$ cat src/rtl/exwb_stage_buffer.sv
// EX->WB stage buffer: DEPTH-entry in-order queue with flush, precise-exception
// blocking, x0 write masking and a youngest-match forwarding lookup.
module exwb_stage_buffer #(
  parameter int XLEN  = 32,
  parameter int REG_W = 5,
  parameter int EXC_W = 3,
  parameter int DEPTH = 2
) (
  input  logic                       clk,
  input  logic                       reset,
  input  logic                       in_valid,
  output logic                       in_ready,
  input  logic [XLEN-1:0]            in_alu_out,
  input  logic [REG_W-1:0]           in_rd,
  input  logic                       in_reg_write,
  input  logic                       in_mem_to_reg,
  input  logic [EXC_W-1:0]           in_exception_vector,
  output logic                       out_valid,
  input  logic                       out_ready,
  output logic [XLEN-1:0]            out_alu_out,
  output logic [REG_W-1:0]           out_rd,
  output logic                       out_reg_write,
  output logic                       out_mem_to_reg,
  output logic [EXC_W-1:0]           out_exception_vector,
  input  logic                       flush,
  input  logic [REG_W-1:0]           fwd_rs,
  output logic                       fwd_hit,
  output logic [XLEN-1:0]            fwd_data,
  output logic                       fwd_load_pending,
  output logic [$clog2(DEPTH+1)-1:0] count
);

  localparam int PTR_W = $clog2(DEPTH);
  localparam int CNT_W = $clog2(DEPTH+1);

  logic [XLEN-1:0]  alu_q [DEPTH];
  logic [XLEN-1:0]  alu_d [DEPTH];
  logic [REG_W-1:0] rd_q  [DEPTH];
  logic [REG_W-1:0] rd_d  [DEPTH];
  logic [EXC_W-1:0] exc_q [DEPTH];
  logic [EXC_W-1:0] exc_d [DEPTH];
  logic [DEPTH-1:0] rw_q, rw_d;
  logic [DEPTH-1:0] m2r_q, m2r_d;

  logic [PTR_W-1:0] rd_ptr_q, rd_ptr_d;
  logic [PTR_W-1:0] wr_ptr_q, wr_ptr_d;
  logic [CNT_W-1:0] count_q, count_d;
  logic             exc_block_q, exc_block_d;

  logic push, pop;

  assign in_ready  = (count_q != CNT_W'(DEPTH)) && !exc_block_q;
  assign out_valid = (count_q != '0);
  assign push      = in_valid && in_ready;
  assign pop       = out_valid && out_ready;
  assign count     = count_q;

  // flush overrides any same-cycle push or pop
  always_comb begin
    alu_d       = alu_q;
    rd_d        = rd_q;
    exc_d       = exc_q;
    rw_d        = rw_q;
    m2r_d       = m2r_q;
    rd_ptr_d    = rd_ptr_q;
    wr_ptr_d    = wr_ptr_q;
    count_d     = count_q;
    exc_block_d = exc_block_q;
    if (flush) begin
      rd_ptr_d    = '0;
      wr_ptr_d    = '0;
      count_d     = '0;
      exc_block_d = 1'b0;
    end else begin
      if (pop) begin
        rd_ptr_d = rd_ptr_q + PTR_W'(1);
        if (exc_q[rd_ptr_q] != '0) exc_block_d = 1'b0;
      end
      if (push) begin
        alu_d[wr_ptr_q] = in_alu_out;
        rd_d[wr_ptr_q]  = in_rd;
        exc_d[wr_ptr_q] = in_exception_vector;
        rw_d[wr_ptr_q]  = in_reg_write && (in_rd != '0) && (in_exception_vector == '0);
        m2r_d[wr_ptr_q] = in_mem_to_reg;
        wr_ptr_d        = wr_ptr_q + PTR_W'(1);
        if (in_exception_vector != '0) exc_block_d = 1'b1;
      end
      if (push && !pop) begin
        count_d = count_q + CNT_W'(1);
      end else if (pop && !push) begin
        count_d = count_q - CNT_W'(1);
      end
    end
  end

  always_ff @(posedge clk) begin
    if (reset) begin
      rd_ptr_q    <= '0;
      wr_ptr_q    <= '0;
      count_q     <= '0;
      exc_block_q <= 1'b0;
      rw_q        <= '0;
      m2r_q       <= '0;
      for (int i = 0; i < DEPTH; i++) begin
        alu_q[i] <= '0;
        rd_q[i]  <= '0;
        exc_q[i] <= '0;
      end
    end else begin
      rd_ptr_q    <= rd_ptr_d;
      wr_ptr_q    <= wr_ptr_d;
      count_q     <= count_d;
      exc_block_q <= exc_block_d;
      rw_q        <= rw_d;
      m2r_q       <= m2r_d;
      alu_q       <= alu_d;
      rd_q        <= rd_d;
      exc_q       <= exc_d;
    end
  end

  always_comb begin
    out_alu_out          = '0;
    out_rd               = '0;
    out_reg_write        = 1'b0;
    out_mem_to_reg       = 1'b0;
    out_exception_vector = '0;
    if (out_valid) begin
      out_alu_out          = alu_q[rd_ptr_q];
      out_rd               = rd_q[rd_ptr_q];
      out_reg_write        = rw_q[rd_ptr_q];
      out_mem_to_reg       = m2r_q[rd_ptr_q];
      out_exception_vector = exc_q[rd_ptr_q];
    end
  end

  // Walk oldest to youngest so the last match found is the youngest one.
  logic            fwd_found;
  logic            fwd_found_m2r;
  logic [XLEN-1:0] fwd_found_alu;

  always_comb begin
    fwd_found     = 1'b0;
    fwd_found_m2r = 1'b0;
    fwd_found_alu = '0;
    for (int k = 0; k < DEPTH; k++) begin
      if ((CNT_W'(k) < count_q) &&
          rw_q[rd_ptr_q + PTR_W'(k)] &&
          (rd_q[rd_ptr_q + PTR_W'(k)] == fwd_rs)) begin
        fwd_found     = 1'b1;
        fwd_found_m2r = m2r_q[rd_ptr_q + PTR_W'(k)];
        fwd_found_alu = alu_q[rd_ptr_q + PTR_W'(k)];
      end
    end
  end

  always_comb begin
    fwd_hit          = 1'b0;
    fwd_load_pending = 1'b0;
    fwd_data         = '0;
    if (fwd_found && (fwd_rs != '0)) begin
      if (fwd_found_m2r) begin
        fwd_load_pending = 1'b1;
      end else begin
        fwd_hit  = 1'b1;
        fwd_data = fwd_found_alu;
      end
    end
  end

endmodule

$ cat config.mk
export PLATFORM = sky130hd
export DESIGN_NAME = exwb_stage_buffer
export DESIGN_NICKNAME = d
export VERILOG_FILES = /design/src/rtl/exwb_stage_buffer.sv
export SDC_FILE = /design/constraint.sdc
export NUM_CORES = 1
export LEC_CHECK = 0
export ABC_CLOCK_PERIOD_IN_PS = 4700
export BUFFER_PORTS_ARGS = -buffer_cell sky130_fd_sc_hd__buf_2
export CAP_MARGIN = 20
export CORE_AREA = 4 4 82 142
export DETAILED_ROUTE_END_ITERATION = 6
export DIE_AREA = 0 0 86 146
export MAX_ROUTING_LAYER = met4
export PLACE_DENSITY = 0.83
export SLEW_MARGIN = 20
export SYNTH_ARGS = -nofsm -noshare
export SYNTH_HDL_FRONTEND = slang
export SYNTH_SLANG_ARGS = --single-unit
$ cat constraint.sdc
create_clock -name clk -period 4.7 [get_ports clk]
set_input_delay 0 -clock clk [delete_from_list [all_inputs] [get_ports clk]]
set_output_delay 0 -clock clk [all_outputs]
set_load 0.01 [all_outputs]
[After elaboration in Yosys (flattened, before gate mapping)]
Cells that the tools add are included.
Word-level totals
  output and inout bits: 80
  input bits: 52
  logic and storage cells: 118
  bits in registers: 89
Operators by class
  bitwise gates (word level): 4
  order comparisons: 10
  multiplexer cells: 59
  equal/unequal tests: 3
  reduce and logical (&&, ||, !) cells: 26
  add/sub/neg operators: 4
Operator list (count)
  $mux W32: 12
  $bwmux W64: 1
  $mux W5: 8
  $demux W32 S1: 1
  $mux W1: 23
  $mux W3: 5
  $logic_and A1 B1 Y1: 14
  $bwmux W10: 1
  $eq A5 B5 Y1: 2
  $reduce_bool A5 Y1: 2
  $bwmux W6: 1
  $ge A2 B2 Y1 const B: 3
  $lt A1 B2 Y1 const B: 3
  $not A1 Y2: 3
  $reduce_bool A3 Y1: 2
  $demux W5 S1: 1
  $bwmux W2: 2
  $lt A1 B2 Y1 const A: 2
  $mux W2: 2
  $reduce_bool A2 Y1: 2
  $demux W3 S1: 1
  $logic_not A1 Y1: 3
  $logic_not A3 Y1: 1
  $add A1 B1 Y1 const B: 2
  9 further kinds: 9

[Depth between registers and ports, before layout]
  depth in word-level cells: 10
  depth in mapped cells: 10
  gate-level depth less buffers: 10

[Least setup slack after synthesis]
OpenSTA, ideal clock, no wires.
  path kind: flip-flop to output port
  from: reg count_q[0] (netlist: count[0])
  to: out fwd_data[22]
  arrival time: 2.243 ns
  path buffers: 2
  setup slack: 2.457 ns
  cell stages (with the launch flop): 10
  data required time: 4.700 ns
  cell sequence: dfxtp_1 > inv_1 > ha_1 > clkbuf_1 > nor2_1 > nand2_1 > a2111oi_1 > o32ai_2 > buf_6 > nor3_2
On the way
  longest elaborated chain between the ends: 7
  elaborated cells between the ends (all ways): 15
  classes of those cells: order compare (2); mux (8); reduce/logical (5)
RTL lines
  from (decl): RTL line 47  | logic [CNT_W-1:0] count_q, count_d;
  from (signal assigned): RTL line 112  | count_q <= count_d;
  $lt A1 B2 Y1: RTL line 147  | if ((CNT_W'(k) < count_q) &&
  $logic_and A1 B1 Y1: RTL line 147
  $logic_and A1 B1 Y1: RTL line 148  | rw_q[rd_ptr_q + PTR_W'(k)] &&
  $mux W32 / $mux W1 (equally long branches) (2 in series): RTL line 147
  $mux W32 / $logic_and A1 B1 Y1 (equally long branches): RTL line 162, 161
  $mux W32 (*): RTL line 161  | if (fwd_found && (fwd_rs != '0)) begin
  to (decl): RTL line 28  | output logic [XLEN-1:0] fwd_data,
Mark *: on every way between the ends. The rest lies on a longest branch, timed or not.

[Final worst setup path]
  from: reg rd_ptr_q
  to: out fwd_data[1]
On the way
  longest elaborated chain between the ends: 10
  elaborated cells between the ends (all ways): 38
  classes of those cells: add/sub (1); eq/ne (2); mux (28); bitwise (2); reduce/logical (5)
RTL lines
  from (decl): RTL line 45  | logic [PTR_W-1:0] rd_ptr_q, rd_ptr_d;
  from (signal assigned): RTL line 110  | rd_ptr_q <= rd_ptr_d;
  $add A1 B1 Y1 / $not A1 Y2 (equally long branches)
  $not A1 Y2 (not written as such) / $mux W5 (equally long branches): RTL line 149, 152
  $mux W5 (not written as such) (2 in series): RTL line 149  | (rd_q[rd_ptr_q + PTR_W'(k)] == fwd_rs)) begin
  $mux W5 (not written as such) / $eq A5 B5 Y1 (equally long branches): RTL line 149
  $eq A5 B5 Y1 / $logic_and A1 B1 Y1 (equally long branches): RTL line 149, 148
  $logic_and A1 B1 Y1, or another cell as far along: RTL line 148
  $mux W32 / $mux W1 (equally long branches): RTL line 147
  $mux W32 / $logic_and A1 B1 Y1 (equally long branches): RTL line 162, 161
  $mux W32 (*): RTL line 161
Mark *: on every way between the ends. The rest lies on a longest branch, timed or not. The select of a mux whose other input is x is not followed.

==> metrics.cfg <==
[cells_and_area]
drive_gt1_frac = 0.237
num-nets-final = 873
final_core_util = 0.617
fill_cells = 931
antennaDiodeCount = 0
area_growth_pct = 25.9

[global_route]
use_met1 = 0.283
grt_overflow_total = 0
grt_start_max_net_pins = 90
met2_usage = 0.463
gr-usage-met3 = 0.0368
grt_pass1_wl_um = 26400
top_usage_layer = met2
grt_pass1_vias = 5388
antenna_found_initial = 0
grt_usage = 0.271

[setup_path]
critPathArrivalTime_ns = 4.00
crit_path_start_kind = register
critPathCaptureType = output port
worst_ep_required_time_ns = 4.70
critical_path_class = register to output port
cp_max_fo = 56

[timing]
slew_violations = 0
tightest_slew_ns = 1.00
rsz0062_at_grt = false
finalCritPeriodShare = 0.851
slew_headroom = 0.332
fin_crit_ns = 4.00
finalClockSkew_ns = 0.00504
setup_tns_ns = 0
holdWs_ns = 0.0225
fmax_mhz = 250
finalHoldViolations = 0
finalSetupViolations = 0

[synth]
synth-seq-cells = 89
synth_area_leaders = dfxtp_1, nand2_1, mux2i_1
synth_warnings = 0
synth-edff-count = 0
synthArstFlopShare = 0
ys_types = 39
synth-main-ff-cell = dfxtp_1
syn_nets = 741
seq_area_frac_synth = 0.344
yosysMostFrequentCell = nand2_1
synth_commonest_cells = nand2_1, dfxtp_1, a21oi_1
netlist_area_sq_mm = 0.00518
synth_top_cell_area_share = 0.344
yosysTopAreaCell = dfxtp_1
syn_area_per_cell_sq_um = 7.56
synth_cells = 685

[cts]
cts_root_buf = clkbuf_16
cts_sinks = 89
cts_tree = done
clk_path_buf_depth = 2
post_cts_buffers = 0
htree_levels = 3
cts_buffers = 9
path_clk_slew_ns = 0.06
clk_latency_ns = 0.35

[job]
drv_cap = 0

[placed_design]
gp_congestion = 0.891
io_buffers = 131
post-dp-hpwl_um = 10400

[power_and_ir_drop]
irDropWorstVdd_uv = 197
leakage_nw = 2.24
total_power_mw = 1.75
power_per_cell_area_mw_per_mm2 = 268

[floorplanning]
start_util = 0.490
die_area_sq_mm = 0.0126
io_pins = 132
die_w_um = 86
core_sq_mm = 0.0106
die_h_um = 146
rows = 50

[routing]
drc = 0
vias_per_cell = 5.80
antenna_left = 0
wl_per_cell_um = 17.3
drtPass1Iterations = 5
drt_iter0_drc = 362
num_vias = 5525
wl_um = 16500

[worst_hold_path]
hold_class = input pin to register

[status]
status = complete, no violations

[worst paths after layout]
| path | from | endpoint | slack, ns | cells past startpoint |
|---|---|---|---|---|
| hold / removal | in_reg_write | rw_q[0] | 0.02 | 5 |
| hold reg to reg | alu_q[16] | alu_q[16] | 0.47 | 2 |
| setup reg to reg | rd_ptr_q | exc_block_q | 2.29 | 4 |
| setup / recovery | rd_ptr_q | fwd_data[1] | 0.70 | 7 |
[cell usage in the layout, fill, tap and decap left out, types with 6 or more instances in the layout]
cell type	netlist	routed
o21ai_0	49	49
mux2i_1	48	48
a21oi_1	87	87
nand2_1	173	173
dfxtp_1	89	88
xor2_1	11	11
buf_4	2	9
dlygate4sd3_1	0	42
nor2_1	51	50
a211oi_2	24	24
buf_2	2	131
nor3_1	15	14
nor3_2	7	7
o31ai_1	6	6
inv_1	15	15
a2111oi_0	10	10
clkbuf_16	0	9
[routing by layer]
metal	vias up	routed length [um]
met5	-	0
met3	85	889
met4	0	1020
met1	2554	6010
met2	257	8530
li1	2629	-
[critical path, cell delays in order (launching register included)]
cell and delay, ns:
dfxtp_4 1.02, mux2i_1 0.35, xor2_1 0.23, nand4b_2 0.43, nor3_4 0.92, o21ai_0 0.19, a211oi_1 0.30, buf_2 0.19
[per-stage QoR]
stage | std cells | instance area (sq um) | setup WS, ns
finish | 952 | 6520 | 0.699
global route | 952 | 6520 | 0.438
CTS | 952 | 6520 | 0.706
detailed placement | 894 | 5820 | 1.09
global placement | 894 | 5820 | 1.27
floorplan | 685 | 5180 | 2.46
[cell families (layout without fill, tap and decap cells)]
family,after synthesis,count (layout),synth area share
compound gates,199,199,0.258
xor+xnor,14,14,0.0237
fa+ha+maj,4,4,0.00966
buf+inv,76,213,0.0645
flops,89,89,0.344
mux,48,48,0.0928
simple gates,255,255,0.207
[flip-flops by register name (all words and copies together) (netlist names)]
signal	count
rd_ptr_q	1
rd_q	10
exc_block_q	1
exc_q	6
wr_ptr_q	1
m2r_q	2
rw_q	2
count	2
alu_q	64
[timing repair]
action                                 in CTS  in global routing
hold buffers                               42                  0
endpoints found under the hold margin      87                  0
gates resized for setup                     0                  0
[cell type report]
| class | count | area [sq um] | area share |
|---|---|---|---|
| clock inverter | 2 | 12.5 | 0.00192 |
| tap | 130 | 163 | 0.0249 |
| multi-input combinational | 520 | 3100 | 0.475 |
| timing repair buffer | 182 | 1140 | 0.175 |
| sequential | 89 | 1790 | 0.274 |
| inverter | 15 | 56.3 | 0.00863 |
| clock buffer | 14 | 264 | 0.0405 |
[where the power goes]
part           total, mW  internal [mW]  switching (mW)  leakage, nW
logic              0.256          0.102           0.153         1.38
clock network      0.680          0.387           0.293        0.133
registers          0.813          0.782          0.0309        0.723
(Power assumes the default switching activity.)
